### config.mk
export PLATFORM = sky130hd
export DESIGN_NAME = mem_port_arbiter
export DESIGN_NICKNAME = d
export VERILOG_FILES = /design/src/rtl/mem_port_arbiter.sv
export SDC_FILE = /design/constraint.sdc
export NUM_CORES = 1
export LEC_CHECK = 0
export ABC_AREA = 1
export BUFFER_PORTS_ARGS = -buffer_cell sky130_fd_sc_hd__clkbuf_2
export CORE_MARGIN = 8
export CORE_UTILIZATION = 51
export DETAILED_ROUTE_END_ITERATION = 8
export PLACE_DENSITY_LB_ADDON = 0.1
export SYNTH_ARGS = -nofsm -noshare
export SYNTH_HDL_FRONTEND = slang
export SYNTH_SLANG_ARGS = --single-unit
export TNS_END_PERCENT = 50
### constraint.sdc
create_clock -name clk -period 3.8 [get_ports clk]
set_input_delay 0 -clock clk [delete_from_list [all_inputs] [get_ports clk]]
set_output_delay 0 -clock clk [all_outputs]
set_load 0.05 [all_outputs]
### src/rtl/mem_port_arbiter.sv
// Shares one fixed-latency memory port between requester C (CPU) and D (debug/DMA).
// Round-robin between the two, one transaction in flight, all outputs registered.
module mem_port_arbiter #(
  parameter int Wwid = 32,
  parameter int aW   = 32,
  parameter int LAT  = 2
) (
  input  logic            clk,
  input  logic            rst,
  input  logic            c_req,
  input  logic            c_we,
  input  logic [aW-1:0]   c_addr,
  input  logic [Wwid-1:0] c_wdata,
  output logic            c_done,
  output logic [Wwid-1:0] c_rdata,
  input  logic            d_req,
  input  logic            d_we,
  input  logic [aW-1:0]   d_addr,
  input  logic [Wwid-1:0] d_wdata,
  output logic            d_done,
  output logic [Wwid-1:0] d_rdata,
  output logic [aW-1:0]   memAddr,
  output logic [Wwid-1:0] writeData,
  output logic            writeEn,
  input  logic [Wwid-1:0] readData,
  output logic            busy,
  output logic            owner
);
  localparam int CW = $clog2(LAT + 1);
  localparam logic [CW-1:0] CNT_LOAD = CW'(LAT);
  localparam logic [CW-1:0] CNT_ONE  = CW'(1);

  typedef enum logic [1:0] {IDLE = 2'd0, ACCESS = 2'd1, RESP = 2'd2} state_t;

  state_t          state_r, state_s;
  logic [CW-1:0]   cnt_r, cnt_s;
  logic            we_q_r, we_q_s;
  logic            lg_r, lg_s;
  logic            win_s;
  logic            owner_s, we_s, busy_s, c_done_s, d_done_s;
  logic [aW-1:0]   mem_addr_s;
  logic [Wwid-1:0] wdata_s, c_rdata_s, d_rdata_s;

  // Next-state and next-output logic; owner doubles as the in-flight winner.
  always_comb begin
    state_s    = state_r;
    cnt_s      = cnt_r;
    we_q_s     = we_q_r;
    lg_s       = lg_r;
    owner_s    = owner;
    mem_addr_s = memAddr;
    wdata_s    = writeData;
    we_s       = 1'b0;
    busy_s     = busy;
    c_done_s   = 1'b0;
    d_done_s   = 1'b0;
    c_rdata_s  = c_rdata;
    d_rdata_s  = d_rdata;
    if (c_req && d_req) begin
      win_s = ~lg_r;
    end else begin
      win_s = d_req;
    end
    case (state_r)
      IDLE: begin
        if (c_req || d_req) begin
          state_s    = ACCESS;
          cnt_s      = CNT_LOAD;
          we_q_s     = win_s ? d_we : c_we;
          we_s       = we_q_s;
          mem_addr_s = win_s ? d_addr : c_addr;
          wdata_s    = win_s ? d_wdata : c_wdata;
          lg_s       = win_s;
          owner_s    = win_s;
          busy_s     = 1'b1;
        end else begin
          busy_s = 1'b0;
        end
      end
      ACCESS: begin
        if (cnt_r == CNT_ONE) begin
          state_s = RESP;
          if (we_q_r) begin
            c_rdata_s = c_rdata;
            d_rdata_s = d_rdata;
          end else if (owner) begin
            d_rdata_s = readData;
          end else begin
            c_rdata_s = readData;
          end
          if (owner) begin
            d_done_s = 1'b1;
          end else begin
            c_done_s = 1'b1;
          end
        end else begin
          cnt_s = cnt_r - CNT_ONE;
        end
      end
      RESP: begin
        state_s = IDLE;
        busy_s  = 1'b0;
      end
      default: begin
        state_s = IDLE;
        busy_s  = 1'b0;
      end
    endcase
  end

  // State and output registers; reset aborts any transfer and lets C win the first tie.
  always_ff @(posedge clk) begin
    if (rst) begin
      state_r   <= IDLE;
      cnt_r     <= {CW{1'b0}};
      we_q_r    <= 1'b0;
      lg_r      <= 1'b1;
      owner     <= 1'b0;
      memAddr   <= {aW{1'b0}};
      writeData <= {Wwid{1'b0}};
      writeEn   <= 1'b0;
      busy      <= 1'b0;
      c_done    <= 1'b0;
      d_done    <= 1'b0;
      c_rdata   <= {Wwid{1'b0}};
      d_rdata   <= {Wwid{1'b0}};
    end else begin
      state_r   <= state_s;
      cnt_r     <= cnt_s;
      we_q_r    <= we_q_s;
      lg_r      <= lg_s;
      owner     <= owner_s;
      memAddr   <= mem_addr_s;
      writeData <= wdata_s;
      writeEn   <= we_s;
      busy      <= busy_s;
      c_done    <= c_done_s;
      d_done    <= d_done_s;
      c_rdata   <= c_rdata_s;
      d_rdata   <= d_rdata_s;
    end
  end
endmodule

==> impl.org, run 1 <==
** Timing
- Total count of max-transition violations in the final report :: 0
- Minimum period implied by the final worst setup slack :: 2.67 ns
- Final Worst Setup Slack :: 1.13 ns
- Setup violations remaining at the end of the flow were counted as 0.
- In this run the tightest slew margin relative to its limit is 35.9%.
- Transition time of the tightest slew-check pin :: 0.960 ns
- The count of final hold-check violations was 0.
- The final critical path takes up 70.2% of the cycle.
- RSZ-0062 raised after global routing :: false
- Summed negative setup slack over all endpoints :: 0 ns
- Achievable frequency :: 0.375 GHz
- Setup clock skew after layout :: 0.00707 ns

** Critical path
- In this run the worst setup path begins at state_r[0].
- Data arrives at the worst endpoint at 2.98 ns.
- The worst setup path is launched from a flip-flop.
- Worst path cell trace :: inv_2 -> nand2_1 -> nor2_4 -> buf_4 -> nand2_1 -> nor2_1 -> dlygate4sd3_1 -> nor2_1
- STA classifies the critical path endpoint as a flip-flop.
- In this run the critical register-to-register path is launched from state_r[0].
- In this run the worst setup path terminates at writeData[21].
- Together, buffers and inverters on the worst path number 3.
- The largest individual stage delay along the critical path comes from the cell sky130_fd_sc_hd__nor2_4.
- Endpoint of the most critical register-to-register path :: writeData[21]
- Stage delay of the slowest cell on the critical path :: 0.73 ns
- The number of cells on the worst reg-to-reg path is 8.
- Required arrival time at the worst endpoint :: 4.12 ns
- In this run the worst path has a maximum fanout of 37.
- Critical Path Stages :: 8
- Critical path start-end classification :: flip-flop to flip-flop
- Cell family contributing the most delay on the critical path :: simple AND/OR/NAND/NOR gates
- FF-to-FF setup slack :: 1.13 ns

** Clock network
- Root buf cell :: sky130_fd_sc_hd__clkbuf_16
- Number of buffers created by CTS :: 17
- No sink is reached through more buffers than the 2 on the longest clock path.
- Clock tree synthesis found a total of 139 sinks.
- Post-CTS repair changed the size of 0 cells.
- TritonCTS built the clock tree.
- The H-tree was split into 4 levels.
- Clock-pin slew was measured on the worst setup and hold paths at 0.06 ns.
- Clk Latency, worst-skew pair :: 0.42 ns

** Logic synthesis
- Summing the sequential cell areas from Yosys gives 41.4% of the chip area.
- EDFF count, synth :: 0
- Top post-synthesis cells by area :: sky130_fd_sc_hd__dfxtp_1 41%, sky130_fd_sc_hd__nand2_1 21%, sky130_fd_sc_hd__nor2_1 18%, sky130_fd_sc_hd__inv_1 9.3%, sky130_fd_sc_hd__nand4_1 3.1%
- Ys async rst share :: 0%
- Counting every instance in the synthesized netlist gives 1118.
- Total nets after synthesis :: 1286
- Most numerous cell types in the synthesized netlist :: 368 x sky130_fd_sc_hd__nand2_1, 326 x sky130_fd_sc_hd__nor2_1, 166 x sky130_fd_sc_hd__inv_1
- Portion of synthesized cell area occupied by the leading cell type :: 41.4%
- In this run, distinct cell masters in the synthesized netlist total 21.
- Most common cell in the synthesized netlist :: sky130_fd_sc_hd__nand2_1
- Post-synth top area cell :: sky130_fd_sc_hd__dfxtp_1
- Average instance area after synthesis :: 6.01 um^2
- #FFs+latches synth :: 139
- Summing every instance area after synthesis gives 6720 um^2.
- Among all flip-flop cells after synthesis, the most frequent one is sky130_fd_sc_hd__dfxtp_1.
- Yosys printed 0 warnings.

** GRT
- Maximum number of pins on one net before global-route repair :: 92
- The via count of the first global-routing pass came to 8098.
- Antenna violations before repair :: 0
- The total overflow left after global routing is 0.
- First-pass GRT wire length :: 38000 um
- Total global-route track usage :: 28.2%

** Floorplanning
- Placement row count :: 42
- The die covers 17100 um^2.
- Number of I/O pins :: 299
- Die extent in x :: 131 um
- Initial Utilization :: 51.6%
- Chip height :: 131 um
- Floorplan core area :: 13000 um^2

** Finish
- The filler cells instantiated in the layout total 881.
- In the final design database the tool counted 1717 nets.
- Sequential cell area :: 2780 um^2
- N_diodes :: 0
- The multi-input combinational cells in the finished layout cover a total of 2980 um^2.
- Compared with the post-synthesis result, the final layout area differs by 56.7%.
- Cells with a size suffix above 1 make up 22.5% of the layout.

** Flow run
- Across the run, the number of max-cap violations was 0.

** Placed design
- HPWL after DPL :: 14500 um
- Final estimated routing congestion in global placement :: 0.801
- Dpl ws :: 1.44 ns
- During placement, the flow inserted port buffers numbering 298.

** Routing
- Total detailed-routing wirelength :: 24300 um
- Via total after detailed routing :: 8146
- 1st-pass router iterations :: 7
- Average routed wire per standard cell :: 14.0 um
- In this run the remaining antenna-violating nets after routing total 0.
- The first routing iteration left 548 violations.
- Vias per std cell :: 4.69
- # DRC :: 0

** Worst hold path
- Worst hold path class :: input pin to flip-flop

** Outcome
- Outcome :: finished, final reports clean

** Power
- Summed over all cells, the static leakage comes to 5.98 nW.
- Power spread over the standard cell area amounts to 468 nW/um^2.
- VDD sags by at most 0.328 mV.
what timing repair did:
action | CTS | global route
setup buffers | 0 | 0
setup endpoints to repair | 0 | 0
hold endpoints to repair | 137 | 0
hold buffers | 165 | 0
state kept, by name (all words and copies together) (netlist names):
name,flops
busy,1
c_done,1
c_rdata,32
cnt_r,2
d_done,1
d_rdata,32
lg_r,1
memAddr,32
owner,1
state_r,2
we_q_r,1
writeData,32
writeEn,1
cell families after synthesis:
family	share of synthesized area, %
flops	41.4
compound gates	0.503
simple gates	43.2
buf+inv	14.5
fa+ha+maj	0.372
worst register-to-register path: stages, from the launching register on:
cell and delay [ns]:
sky130_fd_sc_hd__dfxtp_1 0.36, sky130_fd_sc_hd__inv_2 0.08, sky130_fd_sc_hd__nand2_1 0.08, sky130_fd_sc_hd__nor2_4 0.73
sky130_fd_sc_hd__buf_4 0.46, sky130_fd_sc_hd__nand2_1 0.14, sky130_fd_sc_hd__nor2_1 0.10, sky130_fd_sc_hd__dlygate4sd3_1 0.57
sky130_fd_sc_hd__nor2_1 0.05
layer usage:
| metal | wire [um] | part of all wire, % | GRT usage, % |
|---|---|---|---|
| met3 | 2410 | 9.9 | 10.6 |
| met1 | 8760 | 36 | 28.1 |
| met4 | 1010 | 4.2 | 16.9 |
| met5 | 0 | 0 | 0 |
| met2 | 12100 | 50 | 49.4 |
per-stage QoR:
stage / power [mW] / instances / area [um^2] / utilization, % / hold slack (ns)
final: 4.93 / 1738 / 10500 / 80.8 / 0.0424
after global routing: 5.14 / 1738 / 10500 / 80.8 / 0.0603
after CTS: 4.90 / 1738 / 10500 / 80.8 / 0.0282
after detailed placement: 2.76 / 1541 / 8180 / 62.8 / 0.300
after global placement: 2.75 / 1541 / 8180 / 62.8 / 0.291
after floorplan: 2.47 / 1118 / 6720 / - / 0.179
report_power, final:
part	total, mW	internal (mW)	switching, mW
registers	1.63	1.57	0.0631
logic	1.33	0.456	0.878
clock network	1.96	1.33	0.632
cell usage in the layout, fill, tap and decap left out, types with 4 or more instances in the layout:
cell type	count
sky130_fd_sc_hd__a21oi_1	4
sky130_fd_sc_hd__buf_4	10
sky130_fd_sc_hd__bufinv_16	7
sky130_fd_sc_hd__clkbuf_16	17
sky130_fd_sc_hd__clkbuf_2	298
sky130_fd_sc_hd__clkinv_2	4
sky130_fd_sc_hd__dfxtp_1	139
sky130_fd_sc_hd__dlygate4sd3_1	165
sky130_fd_sc_hd__inv_1	166
sky130_fd_sc_hd__nand2_1	367
sky130_fd_sc_hd__nand3_1	5
sky130_fd_sc_hd__nand4_1	33
sky130_fd_sc_hd__nor2_1	325
sky130_fd_sc_hd__nor2_2	4
worst min-delay path by stage:
stage                 from       endpoint  slack [ns]  depth (start not counted)
2_1_floorplan        d_req           lg_r        0.18                          2
3_3_place_gp   c_wdata[23]  writeData[23]        0.29                          5
3_5_place_dp    c_wdata[8]   writeData[8]        0.30                          5
4_1_cts              c_req         we_q_r        0.03                          4
5_1_grt              c_req         we_q_r        0.06                          4
6_report             c_req           busy        0.04                          3
cell type report:
class | count | share of cell area (%)
repair buffers | 473 | 30.6
multi-input cells | 749 | 28.3
flip-flops and latches | 139 | 26.4
inverters | 169 | 6.03
clock buffers | 20 | 4.34
clock inverters | 12 | 2.29
well taps | 176 | 2.09
(Power assumes the default switching activity.)
==> run 2, diff against run 1 <==
--- a/config.mk
+++ b/config.mk
@@ -8,7 +8,7 @@
 export ABC_AREA = 1
 export BUFFER_PORTS_ARGS = -buffer_cell sky130_fd_sc_hd__clkbuf_2
 export CORE_MARGIN = 8
-export CORE_UTILIZATION = 51
+export CORE_UTILIZATION = 48
 export DETAILED_ROUTE_END_ITERATION = 8
 export PLACE_DENSITY_LB_ADDON = 0.1
 export SYNTH_ARGS = -nofsm -noshare
==> constraint.sdc (replaced) <==
create_clock -name clk -period 2.75 [get_ports clk]
set_input_delay 0 -clock clk [delete_from_list [all_inputs] [get_ports clk]]
set_output_delay 0 -clock clk [all_outputs]
set_load 0.05 [all_outputs]
==> run 2 against run 1 <==
  * Die area up 5.5%
  * Total power up 33%
  * Count of clock-buffer cells in the layout up 1
  * Wire length down 5.6%
  * Utilization down 4.5 points
  * Clock skew about the same
  * Clock power up 25%
  * Sequential share of layout area up 0.054 points
==> impl.org, run 2 (same netlist as run 1, synthesis figures left out) <==
** Critical path
- Critical path start-end classification :: flip-flop to flip-flop
- WP data arrival :: 2.68 ns
- In this run the worst path has a maximum fanout of 70.
- At the worst endpoint, the required time is 3.10 ns.
- Element type at the critical path end :: flip-flop
- The worst setup path is launched from a flip-flop.

** Timing
- Fin crit share :: 84.8%
- The worst path needs 2.33 ns of the cycle, external delays included.
- Transition time of the tightest slew-check pin :: 0.715 ns
- Setup violations remaining at the end of the flow were counted as 0.
- For the final routed database, the setup TNS stands at 0 ns.
- Based on the critical path, the design can be clocked at up to 0.429 GHz.
- Worst hold slack after final layout :: 0.0850 ns
- The number of pins with negative max-slew slack in the final report was 0.
- Across the routed clock network, the largest skew measured is 0.00673 ns.
- Setup repair after global routing left no endpoint under its margin.
- Remaining max-slew budget at the tightest pin :: 52.1%
- Number of endpoints with negative hold slack in the final report :: 0

** Floorplanning
- The initial utilization of the core area, before any placement, comes to 48.8%.
- After floorplanning, the core was divided into 43 placement rows.
- In this run the standard cell core region covers 13800 um^2.
- Die extent in x :: 134 um
- The die covers 18000 um^2.
- In this run the vertical extent of the chip is 134 um.
- Pin placement for this block handled 299 I/O pins.

** Clock network
- The cell sitting at the root of the clock tree is a sky130_fd_sc_hd__clkbuf_16.
- Clock Path Buffers :: 2
- TritonCTS built the clock tree.
- After clock tree synthesis, the clock-pin slew on the worst setup and hold paths is 0.06 ns.
- Post-CTS Hold Fix Bufs :: 164
- Clk Latency, worst-skew pair :: 0.42 ns
- Counting the buffers created by CTS gives 17.
- The number of gates resized after CTS was 0.
- Clock sink count :: 139
- In this run the number of H-tree levels came out at 4.
- Once the clock tree was built, the setup fixing pass inserted 0 buffers.

** Power
- In this run the static leakage power is 5.97 nW.
- For this design the ratio of total power to cell area is 621 nW/um^2.
- Worst vdd rail ir drop :: 0.416 mV
- Overall power consumption after layout is estimated at 6.53 mW.

** Routing
- # DRC :: 0
- Via total after detailed routing :: 7907
- 1st-iter DRT viols :: 377
- In this run the remaining antenna-violating nets after routing total 0.
- In the routed layout, each cell is associated on average with a via count of 4.54.
- For this block, the routed nets add up to 22900 um of wire.
- 1st-pass router iterations :: 5
- After detailed routing, the average wire length per cell comes to 13.2 um.

** Placed design
- Input and output buffers added on the ports amount to 298.
- Summed over all nets, the half-perimeter wirelength after detailed placement is 14700 um.
- Final estimated routing congestion in global placement :: 0.808
- The number of placed instances, taps included, is 1546.

** Worst hold path
- The worst hold path belongs to the class input pin to flip-flop.

** GRT
- The initial antenna violation count came to 0.
- Total global-route track usage :: 25.4%
- The first global-routing pass estimated 37500 um of wire.
- Entering global routing, the biggest net connects 71 pins.
- Via count of the first global-routing pass :: 7735
- After global routing the overflow that remains totals 0.

** Finish
- For this run, the share of the core covered by cells in the final layout is 76.3%.
- Area taken by multi-input logic gates :: 2980 um^2
- Once layout is complete, the cells apart from fillers number 1742.
- Fraction of layout instances using a drive strength above 1 :: 22.5%
- Leaving out fill and tap cells, the most frequent cell in the layout is sky130_fd_sc_hd__nand2_1.
- In the final design database the tool counted 1717 nets.
- In the layout the commonest cells are 367 x sky130_fd_sc_hd__nand2_1, 325 x sky130_fd_sc_hd__nor2_1, 298 x sky130_fd_sc_hd__clkbuf_2, 166 x sky130_fd_sc_hd__inv_1, 164 x sky130_fd_sc_hd__dlygate4sd3_1.
- Layout filler cell count :: 1017
- Across the whole layout, storage elements account for 2780 um^2.
- The area growth from synthesis to layout is 56.4%.
- N_diodes :: 0

** Outcome
- The run finished with clean final reports.

** Flow run
- Max-cap violations in this run came to 0.
run 2: critical path, stage by stage, from the launching register on:
cell and delay, ns:
sky130_fd_sc_hd__dfxtp_1 0.33, sky130_fd_sc_hd__nand2_1 0.11, sky130_fd_sc_hd__nand2_4 0.46, sky130_fd_sc_hd__buf_12 0.35, sky130_fd_sc_hd__nand2_1 0.11, sky130_fd_sc_hd__nand2_1 0.07, sky130_fd_sc_hd__nor2_1 0.05, sky130_fd_sc_hd__dlygate4sd3_1 0.58
sky130_fd_sc_hd__nor2_1 0.12
run 2: final timing paths:
path,from,to,slack [ns],cells after the start
worst max-delay path,lg_r,memAddr[7],0.42,8
worst min-delay path,c_req,state_r[0],0.08,5
worst max register to register,lg_r,memAddr[7],0.42,8
worst min register to register,lg_r,lg_r,0.47,2
run 2: per-layer routing:
layer / global-route usage [%] / part of all wire (%)
met1: 27.1 / 38
met2: 42.8 / 49
met3: 10.2 / 9.0
met4: 12.2 / 3.8
met5: 0 / 0
run 2: layout make-up:
| type | count | area share (%) |
|---|---|---|
| tap | 180 | 2.14 |
| sequential | 139 | 26.5 |
| inverter | 169 | 6.06 |
| clock inverter | 11 | 1.57 |
| multi-input combinational | 749 | 28.3 |
| timing repair buffer | 473 | 30.9 |
| clock buffer | 21 | 4.48 |
run 2: power by group:
| part | switching, mW | total, mW | internal [mW] |
|---|---|---|---|
| clock network | 0.863 | 2.45 | 1.59 |
| logic | 1.18 | 1.82 | 0.639 |
| registers | 0.0862 | 2.26 | 2.17 |
run 2: per-stage QoR:
stage | area (um^2) | setup slack (ns)
floorplan | 6720 | 1.21
global placement | 8230 | 1.12
detailed placement | 8230 | 1.06
CTS | 10500 | 0.563
global route | 10500 | 0.232
finish | 10500 | 0.418
